**config.mk**
```make
export PLATFORM = sky130hd
export DESIGN_NAME = dsp_pipelined_adder_flat
export DESIGN_NICKNAME = d
export VERILOG_FILES = /design/src/rtl/dsp_pipelined_adder_pkg.sv /design/src/rtl/dsp_pipelined_adder_if.sv /design/src/rtl/dsp_add_slice.sv /design/src/rtl/dsp_pipelined_adder.sv /design/src/flat_wrapper.sv
export SDC_FILE = /design/constraint.sdc
export NUM_CORES = 1
export LEC_CHECK = 0
export CAP_MARGIN = 20
export CORE_ASPECT_RATIO = 1.1
export CORE_MARGIN = 5
export CORE_UTILIZATION = 53
export DETAILED_ROUTE_END_ITERATION = 10
export GPL_ROUTABILITY_DRIVEN = 1
export PLACE_DENSITY = 0.92
export SLEW_MARGIN = 20
export SYNTH_ARGS = -nofsm -noshare
export SYNTH_HDL_FRONTEND = slang
export SYNTH_SLANG_ARGS = --single-unit
export TNS_END_PERCENT = 1
```
**constraint.sdc**
```tcl
create_clock -name clk -period 4 [get_ports clk]
set_input_delay 0.8 -clock clk [delete_from_list [all_inputs] [get_ports clk]]
set_output_delay 0.8 -clock clk [all_outputs]
set_load 0.01 [all_outputs]
```
**src/rtl/dsp_pipelined_adder_pkg.sv**
```systemverilog
// Shared constants and flag helpers for the DSP adder/subtractor family.
package dsp_pipelined_adder_pkg;

    localparam int DSP_WIDTH = 32;
    localparam int DSP_HALF  = DSP_WIDTH / 2;

    // Signed overflow of an add: both operands share a sign and the sum's sign differs.
    function automatic logic ovf_flag(input logic a_msb, input logic b_msb, input logic sum_msb);
        return (a_msb == b_msb) && (sum_msb != a_msb);
    endfunction

endpackage

```
**src/rtl/dsp_pipelined_adder_if.sv**
```systemverilog
// Valid/ready operand and result channels of the pipelined adder.
interface dsp_pipelined_adder_if
    import dsp_pipelined_adder_pkg::*;
#(
    parameter int WIDTH = DSP_WIDTH
);
    logic             in_valid;
    logic             in_ready;
    logic [WIDTH-1:0] input1;
    logic [WIDTH-1:0] input2;
    logic             out_valid;
    logic             out_ready;
    logic [WIDTH-1:0] out;
    logic             carry_out;
    logic             overflow;

    // Producer of operands and consumer of results.
    modport master (
        output in_valid, input1, input2, out_ready,
        input  in_ready, out_valid, out, carry_out, overflow
    );

    // The adder itself.
    modport slave (
        input  in_valid, input1, input2, out_ready,
        output in_ready, out_valid, out, carry_out, overflow
    );
endinterface

```
**src/rtl/dsp_add_slice.sv**
```systemverilog
// Half-width adder with carry in/out; maps to an SB_MAC16 in adder mode or a fabric carry chain.
module dsp_add_slice
    import dsp_pipelined_adder_pkg::*;
#(
    parameter int HALF = DSP_HALF
) (
    input  logic [HALF-1:0] a,
    input  logic [HALF-1:0] b,
    input  logic            cin,
    output logic [HALF-1:0] sum,
    output logic            cout
);
    // All terms are widened to HALF+1 bits so the carry lands in the top bit.
    assign {cout, sum} = {1'b0, a} + {1'b0, b} + {{HALF{1'b0}}, cin};
endmodule

```
**src/rtl/dsp_pipelined_adder.sv**
```systemverilog
// Two-stage pipelined adder: low half in stage 1, high half plus registered carry in stage 2.
module dsp_pipelined_adder
    import dsp_pipelined_adder_pkg::*;
#(
    parameter int WIDTH = DSP_WIDTH
) (
    input  logic                  clk,
    input  logic                  reset,
    dsp_pipelined_adder_if.slave  bus
);
    localparam int HALF = WIDTH / 2;

    // Stage 1 state: low-half sum, its carry, and the untouched high halves.
    logic            s1_valid;
    logic [HALF-1:0] s1_lo;
    logic            s1_c16;
    logic [HALF-1:0] s1_a_hi;
    logic [HALF-1:0] s1_b_hi;

    // Stage 2 state doubles as the registered output.
    logic             s2_valid;
    logic [WIDTH-1:0] out_q;
    logic             carry_q;
    logic             ovf_q;

    logic            s1_ready;
    logic            s2_ready;
    logic [HALF-1:0] lo_sum;
    logic            lo_carry;
    logic [HALF-1:0] hi_sum;
    logic            hi_carry;

    // Per-stage ready: a stage can take data if empty or if its contents leave this cycle.
    assign s2_ready     = !s2_valid || bus.out_ready;
    assign s1_ready     = !s1_valid || s2_ready;
    assign bus.in_ready = s1_ready;

    assign bus.out_valid = s2_valid;
    assign bus.out       = out_q;
    assign bus.carry_out = carry_q;
    assign bus.overflow  = ovf_q;

    dsp_add_slice #(.HALF(HALF)) u_lo_slice (
        .a    (bus.input1[HALF-1:0]),
        .b    (bus.input2[HALF-1:0]),
        .cin  (1'b0),
        .sum  (lo_sum),
        .cout (lo_carry)
    );

    dsp_add_slice #(.HALF(HALF)) u_hi_slice (
        .a    (s1_a_hi),
        .b    (s1_b_hi),
        .cin  (s1_c16),
        .sum  (hi_sum),
        .cout (hi_carry)
    );

    // Valid bits and output registers: reset clears them, each stage loads when ready.
    always_ff @(posedge clk) begin
        // NOTE: state is updated with non-blocking assignments so every register samples pre-edge values.
        if (reset) begin
            s1_valid <= 1'b0;
            s2_valid <= 1'b0;
            out_q    <= '0;
            carry_q  <= 1'b0;
            ovf_q    <= 1'b0;
        end else begin
            if (s1_ready) begin
                s1_valid <= bus.in_valid;
            end
            if (s2_ready) begin
                s2_valid <= s1_valid;
                if (s1_valid) begin
                    out_q   <= {hi_sum, s1_lo};
                    carry_q <= hi_carry;
                    // The operand sign bits are the top bits of the captured high halves.
                    ovf_q   <= ovf_flag(s1_a_hi[HALF-1], s1_b_hi[HALF-1], hi_sum[HALF-1]);
                end
            end
        end
    end

    // Stage 1 datapath: captures on input transfer.
    always_ff @(posedge clk) begin
        // NOTE: datapath registers are not reset; s1_valid already qualifies them, so reset stays off the wide bus.
        if (s1_ready && bus.in_valid) begin
            s1_lo   <= lo_sum;
            s1_c16  <= lo_carry;
            s1_a_hi <= bus.input1[WIDTH-1:HALF];
            s1_b_hi <= bus.input2[WIDTH-1:HALF];
        end
    end

endmodule

```
**src/flat_wrapper.sv**
```systemverilog
// flat-port wrapper written by rule: the top's interface ports become plain ports
module dsp_pipelined_adder_flat import dsp_pipelined_adder_pkg::*;
#(
    parameter int WIDTH = DSP_WIDTH
)
  (clk, reset, bus_in_valid, bus_input1, bus_input2, bus_out_ready, bus_in_ready, bus_out_valid, bus_out, bus_carry_out, bus_overflow);
  dsp_pipelined_adder_if #(.WIDTH(WIDTH)) bus_i ();
  input  logic clk;
  input  logic reset;
  input wire logic [$bits(bus_i.in_valid)-1:0] bus_in_valid;
  input wire logic [$bits(bus_i.input1)-1:0] bus_input1;
  input wire logic [$bits(bus_i.input2)-1:0] bus_input2;
  input wire logic [$bits(bus_i.out_ready)-1:0] bus_out_ready;
  output wire logic [$bits(bus_i.in_ready)-1:0] bus_in_ready;
  output wire logic [$bits(bus_i.out_valid)-1:0] bus_out_valid;
  output wire logic [$bits(bus_i.out)-1:0] bus_out;
  output wire logic [$bits(bus_i.carry_out)-1:0] bus_carry_out;
  output wire logic [$bits(bus_i.overflow)-1:0] bus_overflow;
  assign bus_i.in_valid = bus_in_valid;
  assign bus_i.input1 = bus_input1;
  assign bus_i.input2 = bus_input2;
  assign bus_i.out_ready = bus_out_ready;
  assign bus_in_ready = bus_i.in_ready;
  assign bus_out_valid = bus_i.out_valid;
  assign bus_out = bus_i.out;
  assign bus_carry_out = bus_i.carry_out;
  assign bus_overflow = bus_i.overflow;
  dsp_pipelined_adder #(.WIDTH(WIDTH)) u_core (.clk(clk), .reset(reset), .bus(bus_i));
endmodule
```
======== Word-level counts from Yosys, hierarchy flattened ========
Index checks and enable logic that the tools add are counted.
cells by class
  $add $sub $neg .......................... 3
  eq/ne operators ......................... 2
  reductions and logical operators ........ 7
operators by type and width
  cell                                       count
  16-bit by 16-bit adder with 17-bit output  2
  17-bit by 1-bit adder with 17-bit output   1
  1-bit logical AND                          2
  1-bit zero test                            2
  1-bit logical OR                           2
  2-bit AND reduction                        1
  1-bit equality test                        1
  1-bit != test                              1
word-level totals
  bits in registers ....................... 85
  bits of input ports ..................... 68
  output and inout port bits .............. 36
  word-level logic and storage cells ...... 21

======== Longest topological paths before layout ========
  depth in word-level cells ............... 4
  mapped depth ............................ 8
  depth with buffers taken out ............ 8

======== Hierarchy ========
A second synthesis with hierarchy kept.
unflattened totals
  cell total of the unflattened synthesis .. 407
  area, all modules ....................... 4644.5 um^2
modules (own cells, without submodules)
  module                             instances  cells each  area an instance (um^2)  sequential area each (um^2)
  dsp_pipelined_adder                1          217         3120.5                   2192.1
  dsp_add_slice (u_core.u_lo_slice)  1          101         790.8                    0.0
  dsp_add_slice (u_core.u_hi_slice)  1          89          733.2                    0.0

======== Worst setup path before layout ========
OpenSTA, ideal clock, no wires.
  kind .................................... input port to flip-flop
  from .................................... in bus_input2[0]
  to ...................................... reg u_core.s1_c16 (data pin)
  library setup time ...................... 0.259 ns
  arrival ................................. 2.649 ns
  required time ........................... 3.741 ns
  path slack .............................. 1.093 ns
  stages .................................. 8
  buffers on the path ..................... 0
  cells stage by stage .................... ha_1 fa_1 a211oi_1 nor3_1 o41ai_1 o221ai_1 nor2_1 o21bai_1
on the way
  word-level cells in the longest chain between the ends .. 1
ends and longest elaborated chain
  element                                    line                       RTL
  start: declaration                         flat_wrapper.sv:12         input wire logic [$bits(bus_i.input2)-1:0] bus_input2;
  16-bit by 16-bit adder with 17-bit output  dsp_add_slice.sv:14        assign {cout, sum} = {1'b0, a} + {1'b0, b} + {{HALF{1'b0}}, cin};
  named net u_core.lo_carry                  dsp_pipelined_adder.sv:29  logic lo_carry;
  end signal: assignment                     dsp_pipelined_adder.sv:89  s1_c16 <= lo_carry;
  end: declaration                           dsp_pipelined_adder.sv:16  logic s1_c16;
The timed path passes the listed nets, and every way through them passes these cells.
A chain may end at the register's enable or synchronous reset.

======== Worst setup path after layout ========
Same ends and word-level chain as after synthesis.

==> flow_summary.json <==
{
  "numCtsBuffers": 9,
  "cts_tree": "built",
  "cts_resized": 0,
  "clockRootBuffer": "clkbuf_8",
  "holdCritStartpoint": "u_core.bus.out[1]",
  "cp.arrival_ps": 3630,
  "coreArea_um2": 7560,
  "synthArstFlopShare_pct": 0,
  "crit_type": "input pin to flop",
  "synth_edf_count": 49,
  "grt_antenna_before_repair": 0,
  "drc": 0,
  "clkSinkCount": 85,
  "syn_nets": 483,
  "drt_pass1_iterations": 5,
  "multi_input_area_um2": 1880,
  "path_clk_slew_ps": 80,
  "p_per_area_nw_per_um2": 374,
  "leakage_nw": 2.01,
  "clock.fmax_mhz": 283,
  "ys_top_cells_by_area": "edfxtp_1 36%, dfxtp_1 17%, ha_1 9.4%",
  "num-nets-final": 590,
  "ys_ff_latch": 85,
  "fin_setup_tns_ps": 0,
  "synth_most_common_cell": "nand2_1",
  "critPathLaunchType": "input pin",
  "cp_max_fo": 3,
  "clock_latency_ps": 350,
  "status": "finished, final reports clean",
  "rr_startpoint": "u_core.s1_b_hi[0]",
  "dpl.hpwl_mm": 7.51,
  "regArea_um2": 2190,
  "n_fill_cell": 524,
  "gp_congestion": 0.945,
  "startpoint": "bus_input2[0]",
  "row_count": 33,
  "grt_setup_unrepaired": "no",
  "cp-end-kind": "flop",
  "utilization_pct": 72.5,
  "ys_seq_area_share_pct": 53.0,
  "ctsHoldBuffers": 0,
  "postCtsSetupRepairBufs": 0,
  "hold_viol_final": 0,
  "ys_types": 48,
  "globalRouteTotalUtil_pct": 20.3,
  "clk_path_buf_depth": 2,
  "dieHeight_um": 103,
  "cap_violations": 0,
  "ir_drop_mv": 0.166,
  "yosysTopAreaCell": "edfxtp_1",
  "num_vias": 3404,
  "vias_per_cell": 5.69,
  "min_period_ps": 3530,
  "worst_pin_slew_ps": 797,
  "min_path_type": "flop to flop",
  "critPathRequiredTime_ps": 4100,
  "grt_pass1_vias": 3346,
  "setup_viol": 0,
  "drive_above_1_share_pct": 5.68,
  "wl_per_cell_um": 16.4,
  "diodes": 0,
  "ys_dominant_reg_cell": "edfxtp_1",
  "initial_core_util_pct": 54.8,
  "grt_pass1_wl_mm": 15.4,
  "areaGrowthSynthToFinish_pct": 32.5,
  "antenna_left": 0,
  "drv_slew": 0,
  "synthCells": 381,
  "io_buffer_count": 103,
  "synth_area_um2": 4140,
  "yosysWarnings": 0,
  "grt_max_degree": 29,
  "htree_levels": 3,
  "grt_overflow": 0,
  "fin_skew_ps": 14.3,
  "synth_commonest_cells": "58 x nand2_1, 51 x a21oi_1, 49 x edfxtp_1, 36 x dfxtp_1, 31 x ha_1",
  "routed_wl_mm": 9.82,
  "period_share_pct": 88.3,
  "dieArea_um2": 9680,
  "ios": 104,
  "syn_avg_cell_area_um2": 10.9,
  "dieWidth_um": 94.2,
  "max-slew-margin-rel_pct": 46.1,
  "synth.top_cell.area_share_pct": 35.6,
  "drt-initial-drc-count": 179
}
critical path, stage by stage:
cell and delay (ps):
clkdlybuf4s50_1 410, ha_1 240, fa_1 430, a211oi_1 370, nor3_1 110, o41ai_1 730
o221ai_1 300, nor2_1 140, o21bai_1 90
cell type report:
class / instances / area share (%)
Clock buffer: 12 / 2.47
Clock inverter: 4 / 0.936
Inverter: 6 / 0.411
Multi-Input combinational cell: 278 / 34.3
Sequential cell: 85 / 40.0
Tap cell: 105 / 2.40
Timing Repair Buffer: 108 / 19.5
metrics by stage:
stage          instances  hold slack (ps)  setup slack [ps]  area, um^2  total power [mW]
3_5_place_dp         582              450               135        5300              1.48
4_1_cts              598              461               510        5480              2.05
2_1_floorplan        381              471              1090        4140              1.29
5_1_grt              598              483               391        5480              2.14
6_report             598              460               468        5480              2.05
3_3_place_gp         582              448               399        5300              1.46
logic make-up (layout without fill, tap and decap cells):
| logic type | count (synthesis) | count (layout) | share of synthesized area, % |
|---|---|---|---|
| buf+inv | 18 | 130 | 1.66 |
| xor+xnor | 19 | 19 | 4.02 |
| flops | 85 | 85 | 53.0 |
| simple gates | 116 | 116 | 13.2 |
| fa+ha+maj | 34 | 34 | 10.8 |
| compound gates | 109 | 109 | 17.3 |
state kept, by name, indices dropped and copies added, names as in the netlist:
signal	count
u_core.s1_valid	1
u_core.s1_c16	1
u_core.bus.out_valid	1
u_core.s1_b_hi	16
u_core.bus.overflow	1
u_core.bus.carry_out	1
u_core.s1_a_hi	16
u_core.s1_lo	16
u_core.bus.out	32
report_power, final:
group	internal, mW	total [mW]	leakage, nW	switching (mW)
Clock	0.290	0.582	0.0906	0.292
Sequential	1.00	1.03	0.773	0.0297
Combinational	0.219	0.434	1.15	0.215
Total	1.51	2.05	2.01	0.537
per-layer routing:
layer / track usage [%] / part of all wire [%]
met2: 35.8 / 51
met3: 4.45 / 7.9
met5: 0 / 0
met1: 23.5 / 39
met4: 9.44 / 2.6
cell usage in the layout (no fill, tap or decap), types with 2 or more instances in the layout:
master / count
a211oi_1: 6
a21o_1: 6
a21oi_1: 51
a221oi_1: 2
a311oi_1: 2
buf_4: 5
clkbuf_1: 3
clkbuf_8: 9
clkdlybuf4s50_1: 103
dfxtp_1: 36
edfxtp_1: 49
fa_1: 3
ha_1: 31
inv_1: 6
nand2_1: 58
nand2b_1: 3
nand3_1: 5
nand3b_1: 4
nand4_1: 3
nand4b_1: 3
nor2_1: 18
nor2b_1: 3
nor3_1: 5
nor4_1: 2
o2111ai_1: 2
o211ai_1: 6
o21a_1: 5
o21ai_0: 11
o21bai_1: 5
o221ai_1: 2
or2_2: 2
or3_1: 2
or4_1: 4
xnor2_1: 12
xor2_1: 7
final timing paths:
| path | to | slack [ps] | cells after the start |
|---|---|---|---|
| max | u_core.s1_c16 | 470 | 9 |
| min | u_core.bus.out[1] | 460 | 2 |
| max reg2reg | u_core.bus.out[26] | 1120 | 8 |
| min reg2reg | u_core.bus.out[1] | 460 | 2 |
No activity file was read; power rests on OpenSTA's default activity.
